### src/rtl/cmd_pkg.sv
// Shared types and constants for the cmd_proc command-port arbiter.
package cmd_pkg;

    typedef enum logic [1:0] {
        IDLE  = 2'd0,
        ISSUE = 2'd1,
        BUSY  = 2'd2,
        DONE  = 2'd3
    } arb_state_t;

    typedef enum logic {
        OWN_UART = 1'b0,
        OWN_TOUR = 1'b1
    } owner_t;

    localparam logic [7:0] RESP_DONE = 8'hA5;
    localparam logic [7:0] RESP_TMO  = 8'hE1;

    localparam int OPC_MSB = 15;
    localparam int OPC_LSB = 12;

    function automatic logic [3:0] cmd_opcode(input logic [15:0] cmd_word);
        return cmd_word[OPC_MSB:OPC_LSB];
    endfunction

endpackage

### src/rtl/cmd_wdog.sv
// Saturating command watchdog: cleared while a command is issued, counts while
// busy, and flags expiry once the count reaches LIMIT-1.
module cmd_wdog #(
    parameter int LIMIT = 1_000_000
) (
    input  logic clk,
    input  logic rst_n,
    input  logic clr,
    input  logic en,
    output logic expired
);

    localparam int W = (LIMIT > 1) ? $clog2(LIMIT) : 1;
    localparam logic [W-1:0] CNT_MAX = W'(LIMIT - 1);

    logic [W-1:0] cnt_r;

    assign expired = (cnt_r == CNT_MAX);

    // Counter register; holds at CNT_MAX instead of wrapping.
    always_ff @(posedge clk) begin
        if (!rst_n) begin
            cnt_r <= '0;
        end else if (clr) begin
            cnt_r <= '0;
        end else if (en && !expired) begin
            cnt_r <= cnt_r + W'(1);
        end else begin
            cnt_r <= cnt_r;
        end
    end

endmodule

### src/rtl/cmd_arb.sv
// Two-way round-robin arbiter for the cmd_proc command port (UART host vs
// tour sequencer) with completion routing and per-command watchdog.
module cmd_arb
    import cmd_pkg::*;
#(
    parameter int TIMEOUT = 1_000_000
) (
    input  logic        clk,
    input  logic        rst_n,
    input  logic [15:0] cmd_uart,
    input  logic        rdy_uart,
    output logic        clr_uart,
    input  logic [15:0] cmd_tour,
    input  logic        rdy_tour,
    output logic        clr_tour,
    input  logic        tour_lock,
    output logic        tour_ack,
    output logic [15:0] cmd,
    output logic        cmd_rdy,
    input  logic        clr_cmd_rdy,
    input  logic        send_resp,
    output logic [7:0]  resp,
    output logic        resp_vld,
    output logic        tmo_err
);

    arb_state_t  state_r, state_nx;
    owner_t      owner_r, last_owner_r;
    logic [15:0] cmd_r;
    logic        cmd_rdy_r;
    logic [7:0]  resp_r;
    logic        resp_vld_r, tour_ack_r, tmo_err_r;

    logic        elig_uart_s, elig_tour_s;
    logic        grant_uart_s, grant_tour_s;
    logic        finish_s, tmo_s;
    logic        wdog_clr_s, wdog_en_s, wdog_exp_s;

    assign elig_uart_s = rdy_uart && !tour_lock;
    assign elig_tour_s = rdy_tour;
    assign wdog_clr_s  = (state_r == ISSUE);
    assign wdog_en_s   = (state_r == BUSY);

    cmd_wdog #(
        .LIMIT (TIMEOUT)
    ) u_wdog (
        .clk     (clk),
        .rst_n   (rst_n),
        .clr     (wdog_clr_s),
        .en      (wdog_en_s),
        .expired (wdog_exp_s)
    );

    // Next-state, grant and completion decode.
    always_comb begin
        state_nx     = state_r;
        grant_uart_s = 1'b0;
        grant_tour_s = 1'b0;
        finish_s     = 1'b0;
        tmo_s        = 1'b0;
        case (state_r)
            IDLE: begin
                if (elig_uart_s && elig_tour_s) begin
                    // Tie goes to whichever source did not own the last command.
                    if (last_owner_r == OWN_TOUR) begin
                        grant_uart_s = 1'b1;
                    end else begin
                        grant_tour_s = 1'b1;
                    end
                    state_nx = ISSUE;
                end else if (elig_uart_s) begin
                    grant_uart_s = 1'b1;
                    state_nx     = ISSUE;
                end else if (elig_tour_s) begin
                    grant_tour_s = 1'b1;
                    state_nx     = ISSUE;
                end else begin
                    state_nx = IDLE;
                end
            end
            ISSUE: begin
                if (clr_cmd_rdy && send_resp) begin
                    finish_s = 1'b1;
                    state_nx = DONE;
                end else if (clr_cmd_rdy) begin
                    state_nx = BUSY;
                end else begin
                    state_nx = ISSUE;
                end
            end
            BUSY: begin
                if (send_resp) begin
                    finish_s = 1'b1;
                    state_nx = DONE;
                end else if (wdog_exp_s) begin
                    finish_s = 1'b1;
                    tmo_s    = 1'b1;
                    state_nx = DONE;
                end else begin
                    state_nx = BUSY;
                end
            end
            DONE: begin
                state_nx = IDLE;
            end
            default: begin
                state_nx = IDLE;
            end
        endcase
    end

    // State, latched command, ownership and registered completion pulses.
    always_ff @(posedge clk) begin
        if (!rst_n) begin
            state_r      <= IDLE;
            owner_r      <= OWN_UART;
            last_owner_r <= OWN_TOUR;
            cmd_r        <= 16'h0000;
            cmd_rdy_r    <= 1'b0;
            resp_r       <= 8'h00;
            resp_vld_r   <= 1'b0;
            tour_ack_r   <= 1'b0;
            tmo_err_r    <= 1'b0;
        end else begin
            state_r <= state_nx;

            if (grant_uart_s) begin
                cmd_r   <= cmd_uart;
                owner_r <= OWN_UART;
            end else if (grant_tour_s) begin
                cmd_r   <= cmd_tour;
                owner_r <= OWN_TOUR;
            end else begin
                cmd_r   <= cmd_r;
                owner_r <= owner_r;
            end

            if (grant_uart_s || grant_tour_s) begin
                cmd_rdy_r <= 1'b1;
            end else if ((state_r == ISSUE) && clr_cmd_rdy) begin
                cmd_rdy_r <= 1'b0;
            end else begin
                cmd_rdy_r <= cmd_rdy_r;
            end

            resp_vld_r <= finish_s && (owner_r == OWN_UART);
            tour_ack_r <= finish_s && (owner_r == OWN_TOUR);
            tmo_err_r  <= tmo_s;

            if (finish_s && (owner_r == OWN_UART)) begin
                resp_r <= tmo_s ? RESP_TMO : RESP_DONE;
            end else begin
                resp_r <= resp_r;
            end

            if (state_r == DONE) begin
                last_owner_r <= owner_r;
            end else begin
                last_owner_r <= last_owner_r;
            end
        end
    end

    assign clr_uart = grant_uart_s;
    assign clr_tour = grant_tour_s;
    assign cmd      = cmd_r;
    assign cmd_rdy  = cmd_rdy_r;
    assign resp     = resp_r;
    assign resp_vld = resp_vld_r;
    assign tour_ack = tour_ack_r;
    assign tmo_err  = tmo_err_r;

endmodule
### config.mk
export PLATFORM = sky130hd
export DESIGN_NAME = cmd_arb
export DESIGN_NICKNAME = d
export VERILOG_FILES = /design/src/rtl/cmd_pkg.sv /design/src/rtl/cmd_wdog.sv /design/src/rtl/cmd_arb.sv
export SDC_FILE = /design/constraint.sdc
export NUM_CORES = 1
export LEC_CHECK = 0
export ABC_AREA = 1
export BUFFER_PORTS_ARGS = -buffer_cell sky130_fd_sc_hd__buf_2
export CAP_MARGIN = 30
export CORE_ASPECT_RATIO = 1.2
export CORE_MARGIN = 1.5
export CORE_UTILIZATION = 46
export DETAILED_ROUTE_END_ITERATION = 16
export PLACE_DENSITY = 0.77
export REMOVE_ABC_BUFFERS = 1
export SYNTH_ARGS = -nofsm -noshare
export SYNTH_HDL_FRONTEND = slang
export SYNTH_SLANG_ARGS = --single-unit
### constraint.sdc
create_clock -name clk -period 5.49 [get_ports clk]
set_clock_uncertainty 0.05 [all_clocks]
set_input_delay 0.549 -clock clk [delete_from_list [all_inputs] [get_ports clk]]
set_output_delay 0.549 -clock clk [all_outputs]
set_load 0.01 [all_outputs]
Word-level counts from Yosys, hierarchy flattened. Cells that the tools add are included.

Register bits: 52. Output and inout port bits: 30. Word-level logic and storage cells: 60.

Multiplexer cells: 28. Reductions and logical operators: 15. Equality and inequality tests: 4. Bitwise gates (word level): 2. $add $sub $neg: 1.

Operators by type and width (count): $mux W16 (2); $mux W1 (21); $add A20 B1 Y20 const B (1); $eq A20 B20 Y1 const B (1); $pmux W2 S4 (1); $logic_and A1 B1 Y1 (7); $mux W7 (1); $eq A2 B2 Y1 const B (2); $mux W2 (2); $reduce_bool A2 Y1 (2); $reduce_or A2 Y1 (2); $eq A2 B1 Y1 const B (1); $logic_not A1 Y1 (2); $logic_not A2 Y1 (1); $not A1 Y1 (2); $pmux W1 S2 (1); $logic_or A1 B1 Y1 (1).

Longest topological paths before layout. Gate-level depths: netlist of the first run.

Depth in word-level cells: 7. Mapped depth: 12.

Hierarchy. A second synthesis of the first run with hierarchy kept.

Cells, all modules: 378. Area, all modules: 2626.3 um2.

Modules (own cells, without submodules): cmd_arb (area an instance 1440.1 um2, sequential area each 540.5 um2, cells an instance 193, times used 1); cmd_wdog (area an instance 1186.1 um2, sequential area each 400.4 um2, cells an instance 185, times used 1).

Worst setup path after synthesis of the first run. OpenSTA, ideal clock, no wires.

Path type: input port to flip-flop. Start point: in rdy_uart. End point: reg cmd_r[0] (netlist: cmd[0]). Data required time: 5.326 ns. Setup time: 0.114 ns. Cell stages on the path: 8. Data arrival time: 1.732 ns. Slack: 3.595 ns. Cell sequence: inv_1 -> nor2_2 -> nand2_1 -> a21oi_4 -> buf_4 -> mux2_2 -> o21bai_1 -> inv_1.

Cells in the longest elaborated chain, start to end: 5. Elaborated cells on any way between the ends: 10. Classes of those cells: 7 x mux; 3 x reduce/logical.

Ends and longest elaborated chain: start, declared (line cmd_arb.sv:11) `input logic rdy_uart,`; $logic_and A1 B1 Y1 * (line cmd_arb.sv:39) `assign elig_uart_s = rdy_uart && !tour_lock;`; $mux W1 / $logic_and A1 B1 Y1 (equally long branches) (line cmd_arb.sv:71, cmd_arb.sv:63); $mux W1 * (line cmd_arb.sv:63) `if (elig_uart_s && elig_tour_s) begin`; $mux W1 * (line cmd_arb.sv:61) `case (state_r)`; net clr_uart (line cmd_arb.sv:12) `output logic clr_uart,`; $mux W16 / $reduce_bool A2 Y1 (equally long branches); end signal, assigned (line cmd_arb.sv:128) `cmd_r <= cmd_uart;`; end signal, assigned (line cmd_arb.sv:131) `cmd_r <= cmd_tour;`; end signal, assigned (line cmd_arb.sv:134) `cmd_r <= cmd_r;`; end, declared (line cmd_arb.sv:29) `logic [15:0] cmd_r;`.

Mark *: on every way through the listed nets, which the timed path passes. The rest lies on a longest branch. A chain may end at the register's enable or synchronous reset.

Final worst setup path of the first run.
Start point: reg state_r[0]. End point: out clr_uart.

Cells in the longest elaborated chain, start to end: 2.

Ends and longest elaborated chain: start, declared (line cmd_arb.sv:27) `arb_state_t state_r, state_nx;`; start signal, assigned (line cmd_arb.sv:125) `state_r <= state_nx;`; $logic_not A2 Y1 (line cmd_arb.sv:61); $mux W1 (line cmd_arb.sv:61); end, declared (line cmd_arb.sv:12).

No other way between the ends.

==> results of run 1 <==
[stage by stage]
step           total power [W]   util  cells  area (sq um)  setup WS (ns)
6_report              0.000747  0.556    465          2940           3.08
3_5_place_dp          0.000531  0.537    457          2840           3.11
3_3_place_gp          0.000529  0.537    457          2840           3.14
5_1_grt               0.000789  0.556    465          2940           2.95
4_1_cts               0.000754  0.556    465          2940           3.07
2_1_floorplan         0.000476      -    330          2440           3.61
[routing by layer]
metal | vias to the layer above | part of all wire | global-route usage
met4 | 0 | 0.018 | 0.0755
met1 | 1057 | 0.43 | 0.222
met5 | - | 0 | 0
met3 | 10 | 0.056 | 0.0492
li1 | 1216 | - | -
met2 | 75 | 0.49 | 0.347
[worst max-delay path: stages, from the launching register on]
cell and delay [ns]:
dfxtp_1 0.35, inv_1 0.09, ha_1 0.20, nand2_1 0.11
a21oi_4 0.50, buf_2 0.24
[final cells by class]
cell class	instances	area [sq um]
clock inverters	2	16.3
multi-input cells	233	1310
fillers	517	2350
repair buffers	65	325
clock buffers	6	82.6
inverters	50	190
flip-flops and latches	47	941
well taps	62	77.6
[synthesized netlist by cell type (2+ instances only)]
library cell  number  area, sq um
nand2_1           67          251
dfxtp_1           47          941
inv_1             47          176
nor2_1            26         97.6
o21ai_0           24          120
a21oi_1           19         95.1
mux2_2            16          180
nand3_1           16         80.1
o21bai_1          16          120
nor3_1            11         55.1
buf_4              7         52.6
xor2_1             7         61.3
nand4_1            6         37.5
ha_1               5         62.6
clkbuf_1           3         11.3
o21ai_1            3         15.0
buf_6              2         22.5
nand3b_1           2         15.0
nor3b_2            2         25.0
[path summary, 6_finish.rpt]
| check | startpoint | endpoint | slack, ns | cells past startpoint |
|---|---|---|---|---|
| hold reg to reg | resp[2] | resp[2] | 0.43 | 2 |
| setup / recovery | state_r[0] | clr_uart | 3.08 | 5 |
| setup reg to reg | u_wdog.cnt_r[0] | u_wdog.cnt_r[7] | 3.30 | 9 |
| hold / removal | resp[2] | resp[2] | 0.43 | 2 |
[logic make-up (layout without fill, tap and decap cells)]
kind of cell    Yosys count  in the layout
simple gates            136            136
compound gates           65             65
buf+inv                  63            123
flops                    47             47
mux                      16             16
xor+xnor                  8              8
fa+ha+maj                 5              5
other cells               1              3
[power breakdown]
part           internal, W  total, W  switching (W)
clock network     0.000103  0.000224       0.000121
logic            0.0000617  0.000146      0.0000841
registers         0.000364  0.000377      0.0000131
==> summary.md, run 1 <==
| Metric | Value |
|---|---|
| DRC | `0` |
| Avg Vias per Cell | `5.07` |
| Seq/Total Area, Yosys | `0.373` |
| DR iter-0 viols | `between 100 and 150` |
| Site Rows | `29` |
| Chip Height | `84.2 um` |
| Post-Syn Area | `2520 sq um` |
| Post-DP HPWL | `4060 um` |
| Clk_lat worst skew | `0.30 ns` |
| Post-synth ARST share | `0` |
| Worst-path fanout max | `19` |
| Fmax | `slightly above 0.4 GHz` |
| Core area | `around 5300 sq um` |
| Share of cells above drive strength 1 | `0.241` |
| Yosys cell types | `34` |
| I/O Buffers | `65` |
| Post-route setup TNS | `0 ns` |
| Worst Setup Path Type | `flip-flop to primary output` |
| WL per Instance | `11.7 um` |
| VDD IR-drop max | `145 uV` |
| EDFF count, synth | `0` |
| Vias | `2358` |
| Pleak | `1.40 nW` |
| Largest family of logic cells by synthesized area | `simple AND/OR/NAND/NOR gates` |
| CP startpoint kind | `flip-flop` |
| ANT nets after route | `0` |
| Initial antenna violation count | `0` |
| Most frequent cells in the layout | `67 x nand2_1, 65 x buf_2, 47 x inv_1, 47 x dfxtp_1, 26 x nor2_1` |
| Syn Inst Count | `roughly 340` |
| Outcome | `finished, final reports clean` |
| Largest net degree at the start of global routing | `22` |
| Slew Viols, Final | `0` |
| Number of global-route vias before repair | `2339` |
| Main synth FF type | `dfxtp_1` |
| Drt total wl | `around 5400 um` |
| Unrepaired setup endpoints after global routing | `no` |
| CP arrival | `1.81 ns` |
| CTS buffer count | `5` |
| FF+latch count, synth | `47` |
| GP Congestion | `0.893` |
| Number of max-cap violations | `0` |
| DRT Pass-1 Iters | `4` |
| Grt ovf | `0` |
| Fin crit share | `0.439` |
| Setup-failing EPs final | `0` |
| Setup crit end kind | `primary output` |
| Worst-margin pin slew | `0.618 ns` |
| Io pins | `69` |
| Die width | `70.6 um` |
| Mux cell area share after synthesis | `0.0714` |
| Layout area overhead | `16.6%` |
| Hold Vio Cnt, Final | `0` |
| Post-synthesis compound-gate area fraction | `0.151` |
| Diode count | `0` |
| Starting Density | `0.477` |
| Post CTS Setup Buffer Count | `0` |
| Global-route wire length before repair | `9640 um` |
| Gr usage total | `0.195` |
| Sinks on Clock Net | `47` |
| Reg clk slew, reported paths | `0.09 ns` |
| WHS | `0.427 ns` |
| Root Buffer Master | `clkbuf_8` |
| Clock tree buffer depth | `2` |
| Hold_buf cts | `0` |
| Syn_area_per_cell | `7.40 sq um` |
| XOR/XNOR share of the synthesized area | `0.0278` |
| Die footprint | `5940 sq um` |
| Min cycle time layout | `2.41 ns` |
| TritonCTS clock tree | `done` |
| Ys Warns | `0` |
| Most common cell after layout, fill and taps aside | `nand2_1` |
| Max reg flops | `20` |
| Post-CTS sizing | `0` |
| Adder-cell area share of the yosys netlist | `0.0248` |
| Final nets | `~450` |
| Htree depth | `2` |
| Min-Delay Path Class | `flip-flop to flip-flop` |
| Largest reg by FF count | `u_wdog.cnt_r` |
| Worst EP required | `4.89 ns` |
| Synth Area in Simple Gates | `0.240` |
| Power Density | `254 nW/um^2` |
| Slew margin rel. | `0.587` |
(Power assumes the default switching activity.)
==> run 2: changes to the inputs <==
Clock period 5.49 ns to 2.5 ns, I/O delays scaled along.
==> summary.md, run 2 (synthesis gave the netlist of run 1 again) <==
| Metric | Value |
|---|---|
| Hold Vio Cnt, Final | `0 (unchanged)` |
| CTS buffer count | `5 (unchanged)` |
| CP startpoint kind | `flip-flop (unchanged)` |
| Met1 usage | `0.223 (was 0.222)` |
| Post-CTS sizing | `0 (unchanged)` |
| CP arrival | `2.32 ns (was 1.81 ns)` |
| Comb power frac | `0.186 (was 0.195)` |
| DR iter-0 viols | `70 (was 146)` |
| Hold_buf cts | `0 (unchanged)` |
| Fmax | `0.474 GHz` |
| Met2 Usage GRT | `0.348 (was 0.347)` |
| GP Congestion | `0.879 (was 0.893)` |
| Clock tree buffer depth | `2 (unchanged)` |
| DRT Pass-1 Iters | `4 (unchanged)` |
| Net Sw Frac | `0.273 (was 0.292)` |
| Diode count | `0 (unchanged)` |
| Reg clk slew, reported paths | `0.09 ns (about the same)` |
| Power Density | `586 nW/um^2 (was 254 nW/um^2)` |
| Sinks on Clock Net | `47 (unchanged)` |
| Initial antenna violation count | `0 (unchanged)` |
| Share of cells above drive strength 1 | `0.244 (was 0.241)` |
| Gr usage total | `0.194 (was 0.195)` |
| Die width | `70.6 um (unchanged)` |
| Unrepaired setup endpoints after global routing | `no (unchanged)` |
| Final Power | `0.00175 W (was 0.000747 W)` |
| Max reg flops | `20 (unchanged)` |
| Design Area, Final | `2980 sq um (was 2940 sq um)` |
| DRC | `0 (unchanged)` |
| Global-route wire length before repair | `9530 um (was 9640 um)` |
| # fillers | `500 (was 517)` |
| Core Util, Final | `0.563 (was 0.556)` |
| Largest reg by FF count | `u_wdog.cnt_r (unchanged)` |
| Core area | `5300 sq um (unchanged)` |
| Met3 GRT Util | `0.0444 (was 0.0492)` |
| Worst-path fanout max | `19 (unchanged)` |
| Root Buffer Master | `clkbuf_8 (unchanged)` |
| Number of max-cap violations | `0 (unchanged)` |
| Setup-failing EPs final | `0 (unchanged)` |
| Slew Viols, Final | `0 (unchanged)` |
| Die footprint | `5940 sq um (unchanged)` |
| Final cell count without fillers | `467 (was 465)` |
| Pleak | `1.43 nW (was 1.40 nW)` |
| Area of the multi-input gates | `1310 sq um (unchanged)` |
| Busiest grt layer | `met2 (unchanged)` |
| VDD IR-drop max | `406 uV (was 145 uV)` |
| Worst Setup Path Type | `flip-flop to flip-flop (was flip-flop to primary output)` |
| Final nets | `448 (was 446)` |
| Cell-internal power | `0.00127 W (was 0.000529 W)` |
| Slew margin rel. | `0.593 (was 0.587)` |
| Vias | `2322 (was 2358)` |
| Reg power frac | `0.476 (was 0.505)` |
| Fin crit share | `0.844` |
| Starting Density | `0.477 (unchanged)` |
| Min cycle time layout | `2.11 ns` |
| Post CTS Setup Buffer Count | `0 (unchanged)` |
| Placed cells | `459 (was 457)` |
| Io pins | `69 (unchanged)` |
| Hold path startpoint | `clr_cmd_rdy (was resp[2])` |
| Post-DP HPWL | `4140 um (was 4060 um)` |
| Setup crit end kind | `flip-flop (was primary output)` |
| Outcome | `finished, final reports clean (unchanged)` |
| Post-route setup TNS | `0 ns (unchanged)` |
| Worst EP required | `2.71 ns (was 4.89 ns)` |
| Most common cell after layout, fill and taps aside | `nand2_1 (unchanged)` |
| Drt total wl | `5480 um (was 5420 um)` |
| WL per Instance | `11.7 um (about the same)` |
| TritonCTS clock tree | `done (unchanged)` |
| Reg2reg path depth | `9 (unchanged)` |
| ANT nets after route | `0 (unchanged)` |
| Most frequent cells in the layout | `67 x nand2_1, 65 x buf_2, 47 x inv_1, 47 x dfxtp_1, 26 x nor2_1 (unchanged)` |
| Site Rows | `29 (unchanged)` |
| I/O Buffers | `65 (unchanged)` |
| Htree depth | `2 (unchanged)` |
| Placed cell areas | `2860 sq um (was 2840 sq um)` |
| Reg2reg end | `cmd[9] (was u_wdog.cnt_r[7])` |
| Clock power frac | `0.338 (was 0.300)` |
| Chip Height | `84.2 um (unchanged)` |
| Switch Pwr | `0.000477 W (was 0.000218 W)` |
| Min-Delay Path Class | `input pin to flip-flop (was flip-flop to flip-flop)` |
| RR Startpoint | `state_r[0] (was u_wdog.cnt_r[0])` |
| Avg Vias per Cell | `4.97 (was 5.07)` |
| Largest net degree at the start of global routing | `22 (unchanged)` |
| Layout area overhead | `18.0% (was 16.6%)` |
| Worst-margin pin slew | `0.610 ns (was 0.618 ns)` |
| Hold Path Stages | `3 (was 2)` |
| Register area | `941 sq um (unchanged)` |
| Grt ovf | `0 (unchanged)` |
| Clk_lat worst skew | `0.30 ns (about the same)` |
| Number of global-route vias before repair | `2274 (was 2339)` |
| R2r setup slk | `0.39 ns (was 3.30 ns)` |
run 2: cell types whose count changed in the layout (fill, tap and decap cells not counted):
cell,delta
buf_4,+2
clkinvlp_4,-1
clkinv_4,-1
bufinv_16,+1
inv_6,+1
run 2: cell type report:
| class | instances | area share |
|---|---|---|
| Clock buffer | 6 | 0.0277 |
| Timing Repair Buffer | 67 | 0.114 |
| Multi-Input combinational cell | 233 | 0.440 |
| Clock inverter | 2 | 0.0130 |
| Tap cell | 62 | 0.0260 |
| Sequential cell | 47 | 0.316 |
| Inverter | 50 | 0.0638 |
run 2: power groups by stage:
stage | Combinational, W | Clock [W] | Sequential (W)
final | 0.000325 | 0.000590 | 0.000831
after global routing | 0.000366 | 0.000632 | 0.000838
after CTS | 0.000329 | 0.000609 | 0.000831
after detailed placement | 0.000328 | 0 | 0.000845
after global placement | 0.000319 | 0 | 0.000846
after floorplan | 0.000180 | 0 | 0.000864
run 2: metrics by stage:
stage,hold slack (ns),setup WS (ns)
global route,0.184,0.107
floorplan,0.298,0.708
finish,0.187,0.390
detailed placement,0.412,0.385
global placement,0.401,0.526
CTS,0.185,0.371
run 2: worst max-delay path by stage:
stage,to,depth (start not counted),start,slack [ns]
2_1_floorplan,cmd[0],7,state_r[0],0.71
3_3_place_gp,cmd[5],9,state_r[0],0.53
3_5_place_dp,cmd[9],9,state_r[0],0.38
4_1_cts,cmd[9],9,state_r[0],0.37
5_1_grt,cmd[9],9,state_r[0],0.11
6_report,cmd[9],9,state_r[0],0.39
run 2: critical path, cell delays in order (launching register included):
cell,delay [ns]
dfxtp_1,0.36
inv_1,0.10
ha_1,0.19
nand2_1,0.09
a21oi_4,0.49
nor2_4,0.21
inv_4,0.19
o21ai_0,0.12
o21bai_1,0.18
inv_1,0.06
run 2: metal layers:
layer	routed length [um]	up-vias	part of all wire
met4	75	0	0.014
met5	0	-	0
li1	-	1219	-
met3	298	6	0.054
met1	2370	1032	0.43
met2	2740	65	0.50
